[src/rtl/rect_motion_ctrl.sv]
// Frame-synchronous position/press-animation sequencer for one drum pad rectangle.
// Position updates and hits are buffered mid-frame and applied only on the vsync falling edge.
module rect_motion_ctrl #(
  parameter int H_LIMIT     = 1024,
  parameter int V_LIMIT     = 768,
  parameter int RECT_W      = 64,
  parameter int RECT_H      = 64,
  parameter int DIP         = 8,
  parameter int HOLD_FRAMES = 4
) (
  input  logic        clk,
  input  logic        reset,
  input  logic        vsync,
  input  logic        cfg_valid,
  output logic        cfg_ready,
  input  logic [10:0] cfg_x,
  input  logic [9:0]  cfg_y,
  input  logic        hit,
  output logic [10:0] x,
  output logic [9:0]  y,
  output logic        active,
  output logic [7:0]  hit_count
);

  // cfg handshake: a transfer happens on any cycle with cfg_valid & cfg_ready;
  // cfg_valid may be held, cfg_ready stays low while a position awaits the next tick.

  typedef enum logic [1:0] {
    S_IDLE = 2'd0,
    S_HOLD = 2'd1,
    S_RISE = 2'd2
  } state_t;

  localparam logic [10:0] X_MAX  = 11'(H_LIMIT - RECT_W);
  localparam logic [9:0]  Y_MAX  = 10'(V_LIMIT - RECT_H - DIP);
  localparam logic [3:0]  DIP_V  = 4'(DIP);
  localparam logic [3:0]  HOLD_V = 4'(HOLD_FRAMES);

  state_t      r_state;
  state_t      w_state_nxt;
  logic        r_vsync_d;
  logic        r_cfg_pend;
  logic        r_cfg_ready;
  logic [10:0] r_cfg_x;
  logic [9:0]  r_cfg_y;
  logic        r_hit_pend;
  logic [10:0] r_base_x;
  logic [9:0]  r_base_y;
  logic [3:0]  r_offset;
  logic [3:0]  r_hold;
  logic [7:0]  r_count;
  logic [10:0] r_x;
  logic [9:0]  r_y;

  logic        w_tick;
  logic        w_xfer;
  logic [10:0] w_clamp_x;
  logic [9:0]  w_clamp_y;
  logic [10:0] w_base_x_nxt;
  logic [9:0]  w_base_y_nxt;
  logic [3:0]  w_offset_nxt;
  logic [3:0]  w_hold_nxt;
  logic [7:0]  w_count_nxt;
  logic [9:0]  w_y_nxt;

  assign w_tick    = r_vsync_d & ~vsync;
  assign w_xfer    = cfg_valid & r_cfg_ready;
  assign w_clamp_x = (r_cfg_x > X_MAX) ? X_MAX : r_cfg_x;
  assign w_clamp_y = (r_cfg_y > Y_MAX) ? Y_MAX : r_cfg_y;
  assign w_y_nxt   = w_base_y_nxt + {6'd0, w_offset_nxt};

  // Next-frame values; everything holds except on the tick cycle.
  always_comb begin
    w_state_nxt  = r_state;
    w_offset_nxt = r_offset;
    w_hold_nxt   = r_hold;
    w_count_nxt  = r_count;
    w_base_x_nxt = r_base_x;
    w_base_y_nxt = r_base_y;
    if (w_tick) begin
      if (r_cfg_pend) begin
        w_base_x_nxt = w_clamp_x;
        w_base_y_nxt = w_clamp_y;
      end
      if (r_hit_pend) begin
        w_offset_nxt = DIP_V;
        w_hold_nxt   = HOLD_V;
        w_count_nxt  = (r_count == 8'hFF) ? r_count : r_count + 8'd1;
        w_state_nxt  = S_HOLD;
      end else begin
        case (r_state)
          S_HOLD: begin
            w_hold_nxt = r_hold - 4'd1;
            if (r_hold == 4'd1) w_state_nxt = S_RISE;
          end
          S_RISE: begin
            w_offset_nxt = r_offset - 4'd1;
            if (r_offset == 4'd1) w_state_nxt = S_IDLE;
          end
          default: ;
        endcase
      end
    end
  end

  always_ff @(posedge clk) begin
    if (reset) r_state <= S_IDLE;
    else       r_state <= w_state_nxt;
  end

  always_ff @(posedge clk) begin
    if (reset) begin
      r_vsync_d   <= 1'b1;
      r_cfg_pend  <= 1'b0;
      r_cfg_ready <= 1'b1;
      r_cfg_x     <= '0;
      r_cfg_y     <= '0;
      r_hit_pend  <= 1'b0;
      r_base_x    <= '0;
      r_base_y    <= '0;
      r_offset    <= '0;
      r_hold      <= '0;
      r_count     <= '0;
      r_x         <= '0;
      r_y         <= '0;
    end else begin
      r_vsync_d <= vsync;
      r_offset  <= w_offset_nxt;
      r_hold    <= w_hold_nxt;
      r_count   <= w_count_nxt;
      r_base_x  <= w_base_x_nxt;
      r_base_y  <= w_base_y_nxt;
      // A hit on the tick cycle itself belongs to the next frame.
      r_hit_pend <= w_tick ? hit : (r_hit_pend | hit);
      if (w_xfer) begin
        r_cfg_x     <= cfg_x;
        r_cfg_y     <= cfg_y;
        r_cfg_pend  <= 1'b1;
        r_cfg_ready <= 1'b0;
      end else if (w_tick && r_cfg_pend) begin
        r_cfg_pend  <= 1'b0;
        r_cfg_ready <= 1'b1;
      end
      if (w_tick) begin
        r_x <= w_base_x_nxt;
        r_y <= w_y_nxt;
      end
    end
  end

  assign cfg_ready = r_cfg_ready;
  assign x         = r_x;
  assign y         = r_y;
  assign active    = (r_state != S_IDLE);
  assign hit_count = r_count;

endmodule

[config.mk]
export PLATFORM = sky130hd
export DESIGN_NAME = rect_motion_ctrl
export DESIGN_NICKNAME = d
export VERILOG_FILES = /design/src/rtl/rect_motion_ctrl.sv
export SDC_FILE = /design/constraint.sdc
export NUM_CORES = 1
export LEC_CHECK = 0
export CAP_MARGIN = 20
export CORE_AREA = 5 5 78 95
export CTS_BUF_LIST = sky130_fd_sc_hd__clkbuf_8
export CTS_CLUSTER_DIAMETER = 200
export DETAILED_ROUTE_END_ITERATION = 6
export DIE_AREA = 0 0 83 100
export PLACE_DENSITY = 0.88
export RECOVER_POWER = 25
export SLEW_MARGIN = 10
export SYNTH_ARGS = -nofsm -noshare
export SYNTH_HDL_FRONTEND = slang
export SYNTH_SLANG_ARGS = --single-unit
export TNS_END_PERCENT = 1
[constraint.sdc]
create_clock -name clk -period 5.43 [get_ports clk]
set_clock_uncertainty 0.1 [all_clocks]
set_input_delay 1.086 -clock clk [delete_from_list [all_inputs] [get_ports clk]]
set_output_delay 1.086 -clock clk [all_outputs]
set_load 0.01 [all_outputs]
# == After elaboration in Yosys (flattened, before gate mapping) ==
# Cells that the tools add are included.
# totals
output_inout_bits,31
regBits,85
elab_cells,60
# classes
n_eq_ne,7
n_lt_le_gt_ge,2
mux,20
reduce_logical,8
bitwise,5
addsub,4
# ops
operator,count
$mux W11,3
$mux W10,3
$mux W4,5
$gt A11 B10 Y1 const B,1
$add A10 B4 Y10,1
$gt A10 B10 Y1 const B,1
$add A8 B1 Y8 const B,1
$eq A4 B1 Y1 const B,2
$eq A8 B8 Y1 const B,1
$sub A4 B1 Y4 const B,2
$mux W2,3
$ne A3 B3 Y1 const B,2
$reduce_bool A2 Y1,3
$mux W1,5
$pmux W2 S2,1
$reduce_and A4 Y1,1
$reduce_and A3 Y1,1
$reduce_bool A3 Y1,1
$and A1 B1 Y1,2
$eq A2 B1 Y1 const B,1
$eq A2 B2 Y1 const B,1
$not A1 Y1,2
$reduce_and A2 Y1,1
$logic_and A1 B1 Y1,1
$or A1 B1 Y1,1

# == Depth between registers and ports, before layout ==
# depth
word_depth,5
ltp_mapped,11
mapped_depth_nobuf,11

# == Worst setup path before layout ==
# Ideal clock, no wire load.
# synth_path
path_type,input-to-reg
startpoint,in vsync
endpoint,"reg r_y[8], in the netlist y[8]"
cell_stages,11
setup_ns,0.122
required_time_ns,5.208
arrival_time_ns,3.361
slack_ns,1.847
cell_sequence,nand2b_1 -> nor3b_2 -> xnor2_1 -> nor2_1 -> ha_1 -> fa_1 -> a21o_1 -> a21oi_1 -> o21bai_1 -> nor3_1 -> a311o_1
# synth_via
elab_chain_len,4
word_cells_on_any_way,5
# synth_rtl
element,line_no,rtl
start: declaration,13,"input logic vsync,"
$not A1 Y1,66,assign w_tick = r_vsync_d & ~vsync;
$and A1 B1 Y1,66,
$mux W4,80,if (w_tick) begin
net w_offset_nxt[0],61,logic [3:0] w_offset_nxt;
$add A10 B4 Y10,70,"assign w_y_nxt = w_base_y_nxt + {6'd0, w_offset_nxt};"
end signal: assignment,146,r_y <= w_y_nxt;
end: declaration,53,logic [9:0] r_y;
# The timed path passes the listed nets, and every way through them passes these cells.
# A chain may end at the register's enable or synchronous reset.

# == Worst setup path after layout ==
# layout_path
startpoint,in reset
endpoint,"reg r_y[8], in the netlist y[8]"
# layout_lines
element,line_no,rtl
start: declaration,12,"input logic reset,"
# No word-level cell between the ends.

==> flow_summary_export.csv <==
group,metric,value,unit
finish,most-common-layout-cells,"dfxtp_1 (85), nand2_1 (76), a21oi_1 (54)",
worst_hold_path,min_path_type,"flip-flop to flip-flop",
synthesis,synth-edff-count,0,
synthesis,avgSynthCellArea,8.312,µm²
finish,multiInputGateArea,1879,µm²
clock_network,clkLatencyLatePin,0.36,ns
drt,drt_pass1_iterations,4,
setup_path,crit_fanout,50,
synthesis,synth_seq_cells,85,
floorplanning,initial_core_util,58.60,%
worst_hold_path,min_path_cells,2,
synthesis,synth_top_family_by_area,"simple AND/OR/NAND/NOR gates",
global_route,grt_max_degree,51,
global_route,antenna_found_initial,0,
timing,final_hold_viol_count,0,
drt,avgViaCountPerCell,5.523,
clock_network,cts_setup_buffers,0,
synthesis,ys_seq_area_share,45.90,%
synthesis,ys.flop_type,"dfxtp_1",
timing,tightest_slew,2.036,ns
timing,fmax,0.2399,GHz
synthesis,synth_nets,482,
worst_hold_path,hold_start,"r_base_x[10]",
clock_network,clockRootBuffer,"clkbuf_8",
clock_network,cts_buffer_depth,2,
synthesis,synth_area,3707,µm²
clock_network,cts_buffers,9,
drt,ant_nets,0,
finish,final_common_cell,"dfxtp_1",
drt,drt-initial-drc-count,170,
synthesis,postSynthCellCount,446,
drt,wl_per_cell,13.84,µm
drt,via_count,3209,
drt,drc,0,
timing,maxSlewViolCount,89,
global_route,grt.overflow.total,0,
clock_network,cts_tree,"built",
timing,setup_viol,0,
timing,fin_ws,1.262,ns
synthesis,yosys_warnings,0,
synthesis,synthMuxAreaShare,0.8100,%
floorplanning,dieArea,8300,µm²
placement,post-place-cells,566,
clock_network,cts_max_level,3,
finish,syn2layout_area_growth,20.62,%
synthesis,synth_simple_gate_area_share,25.48,%
setup_path,r2r-start,"r_cfg_pend",
floorplanning,die_h,100,µm
synthesis,synthAdderAreaFrac,3.577,%
pwr,pwr_density_cell,275.7,nW/µm²
worst_hold_path,whs_endpoint,"r_base_x[10]",
floorplanning,ioPinCount,57,
status,status,"finished, violations left",
setup_path,cp-start-kind,"primary input",
setup_path,regToRegEndpoint,"y[8]",
timing,timing.slew.headroom,-35.77,%
placement,dp_slack,1.055,ns
status,failed_checks,"max-capacitance violations, max-slew violations",
synthesis,synth-xor-area-share,2.599,%
floorplanning,coreArea,6326,µm²
clock_network,cts.clk_slew.worst_paths,0.08,ns
setup_path,crit_arrival,4.32,ns
setup_path,crit_type,"primary input to flip-flop",
global_route,grt_usage,20.14,%
timing,setup_tns,0,ns
placement,io_buffers,56,
floorplanning,num_rows,32,
synthesis,synth_compound_area_share,18.22,%
pwr,p_leak,1.677,nW
drt,routed_wl,8040,µm
flow_run,cap_violations,2,
global_route,grt_pass1_vias,3096,
placement,hpwl,5836,µm
timing,min_period,4.168,ns
finish,final_cells,581,
clock_network,cts_resized,0,
setup_path,cp-end-kind,"flip-flop",
synthesis,async_flop_share,0,%
synthesis,synth_cell_types,55,
clock_network,cts_hold_buf,0,
timing,rsz0062_at_grt,"false",
finish,n_antenna_cell,0,
pwr,ir_worst_vdd,0.0002519,V
global_route,grt_pass1_wl,13920,µm
placement,place_congestion,0.8604,
setup_path,ff2ff_setup_slack,1.91,ns
finish,fillers,530,
floorplanning,die_w,83,µm
setup_path,worst-r2r-cell-count,9,
timing,final.period_utilization,76.76,%
setup_path,cp_data_required_time,5.58,ns
finish,nets,528,
finish,regArea,1702,µm²
clock_network,clock-sinks,85,
finish,drive_gt1_share,5.040,%
-- sequential cells by signal (all words and copies together), names as in the netlist --
signal / flops
cfg_ready: 1
hit_count: 8
r_base_x: 11
r_base_y: 10
r_cfg_pend: 1
r_cfg_x: 11
r_cfg_y: 10
r_hit_pend: 1
r_hold: 4
r_offset: 4
r_state: 2
r_vsync_d: 1
x: 11
y: 10
-- per-stage QoR --
stage / cell area (µm²) / total power, mW / hold WS [ns] / util, %
global placement: 4295 / 0.8127 / 0.3186 / 67.90
finish: 4472 / 1.233 / 0.3530 / 70.69
CTS: 4484 / 1.243 / 0.3548 / 70.89
global route: 4472 / 1.285 / 0.3817 / 70.69
floorplan: 3707 / 0.7632 / 0.3099 / -
detailed placement: 4295 / 0.8193 / 0.3419 / 67.90
-- cells in the mapped netlist (3+ instances only) --
master    count  area share, %
a211oi_1     13            2.6
a21o_1        4           0.81
a21oi_1      54            7.3
a22o_1        3           0.71
a311oi_1      7            1.7
and2_1        3           0.51
and3_1        3           0.51
buf_1         3           0.30
buf_2         8            1.1
clkbuf_1     14            1.4
dfxtp_1      85             46
ha_1          9            3.0
inv_1         6           0.61
mux2i_1       3           0.81
nand2_1      76            7.7
nand2b_1     10            1.7
nand3_1       7           0.94
nand3b_1      4           0.81
nand4_1       4           0.67
nor2_1       53            5.4
nor2b_1       8            1.4
nor3_1        9            1.2
nor4_1        3           0.51
o211ai_1      4           0.81
o21ai_0       9            1.2
xnor2_1       5            1.2
xor2_1        6            1.4
-- layer usage --
metal  global-route usage (%)  up-vias  share of wire, %
met1                    23.43     1484                43
met4                    11.82        0               2.6
li1                         -     1638                 -
met3                    3.038       15               4.4
met2                    35.19       72                50
met5                        0        -                 0
-- where the power goes --
| group | total [mW] | internal, mW | leakage [nW] | switching (mW) |
|---|---|---|---|---|
| Sequential | 0.671 | 0.648 | 0.693 | 0.0235 |
| Combinational | 0.131 | 0.0609 | 0.890 | 0.0699 |
| Clock | 0.431 | 0.210 | 0.0950 | 0.221 |
-- worst max-delay path, cell delays in order --
cell	delay, ns
clkbuf_1	1.11
clkbuf_1	1.54
inv_1	0.20
a311o_1	0.38
-- layout make-up --
cell class | count | area share [%]
Clock buffer | 9 | 2.770
Clock inverter | 6 | 1.455
Multi-Input combinational cell | 330 | 42.03
Timing Repair Buffer | 60 | 12.81
Tap cell | 85 | 2.378
Sequential cell | 85 | 38.05
Inverter | 6 | 0.5036
-- cells by family (layout without fill, tap and decap cells) --
kind of cell	Yosys count	count (layout)
buffers and inverters	31	81
xor gates and xnor gates	11	11
AOI/OAI and AO/OA	108	108
muxes	3	3
adders and majority gates	10	10
DFF	85	85
and+or+nand+nor	198	198
-- worst max-delay path by stage --
stage	end	slack, ns	cells past startpoint	from
CTS	y[8]	1.43	10	vsync
detailed placement	y[8]	1.06	10	vsync
finish	y[8]	1.26	4	reset
floorplan	y[8]	1.85	11	vsync
global route	y[8]	0.98	4	reset
global placement	y[8]	1.14	10	vsync
No activity file was read; power rests on OpenSTA's default activity.
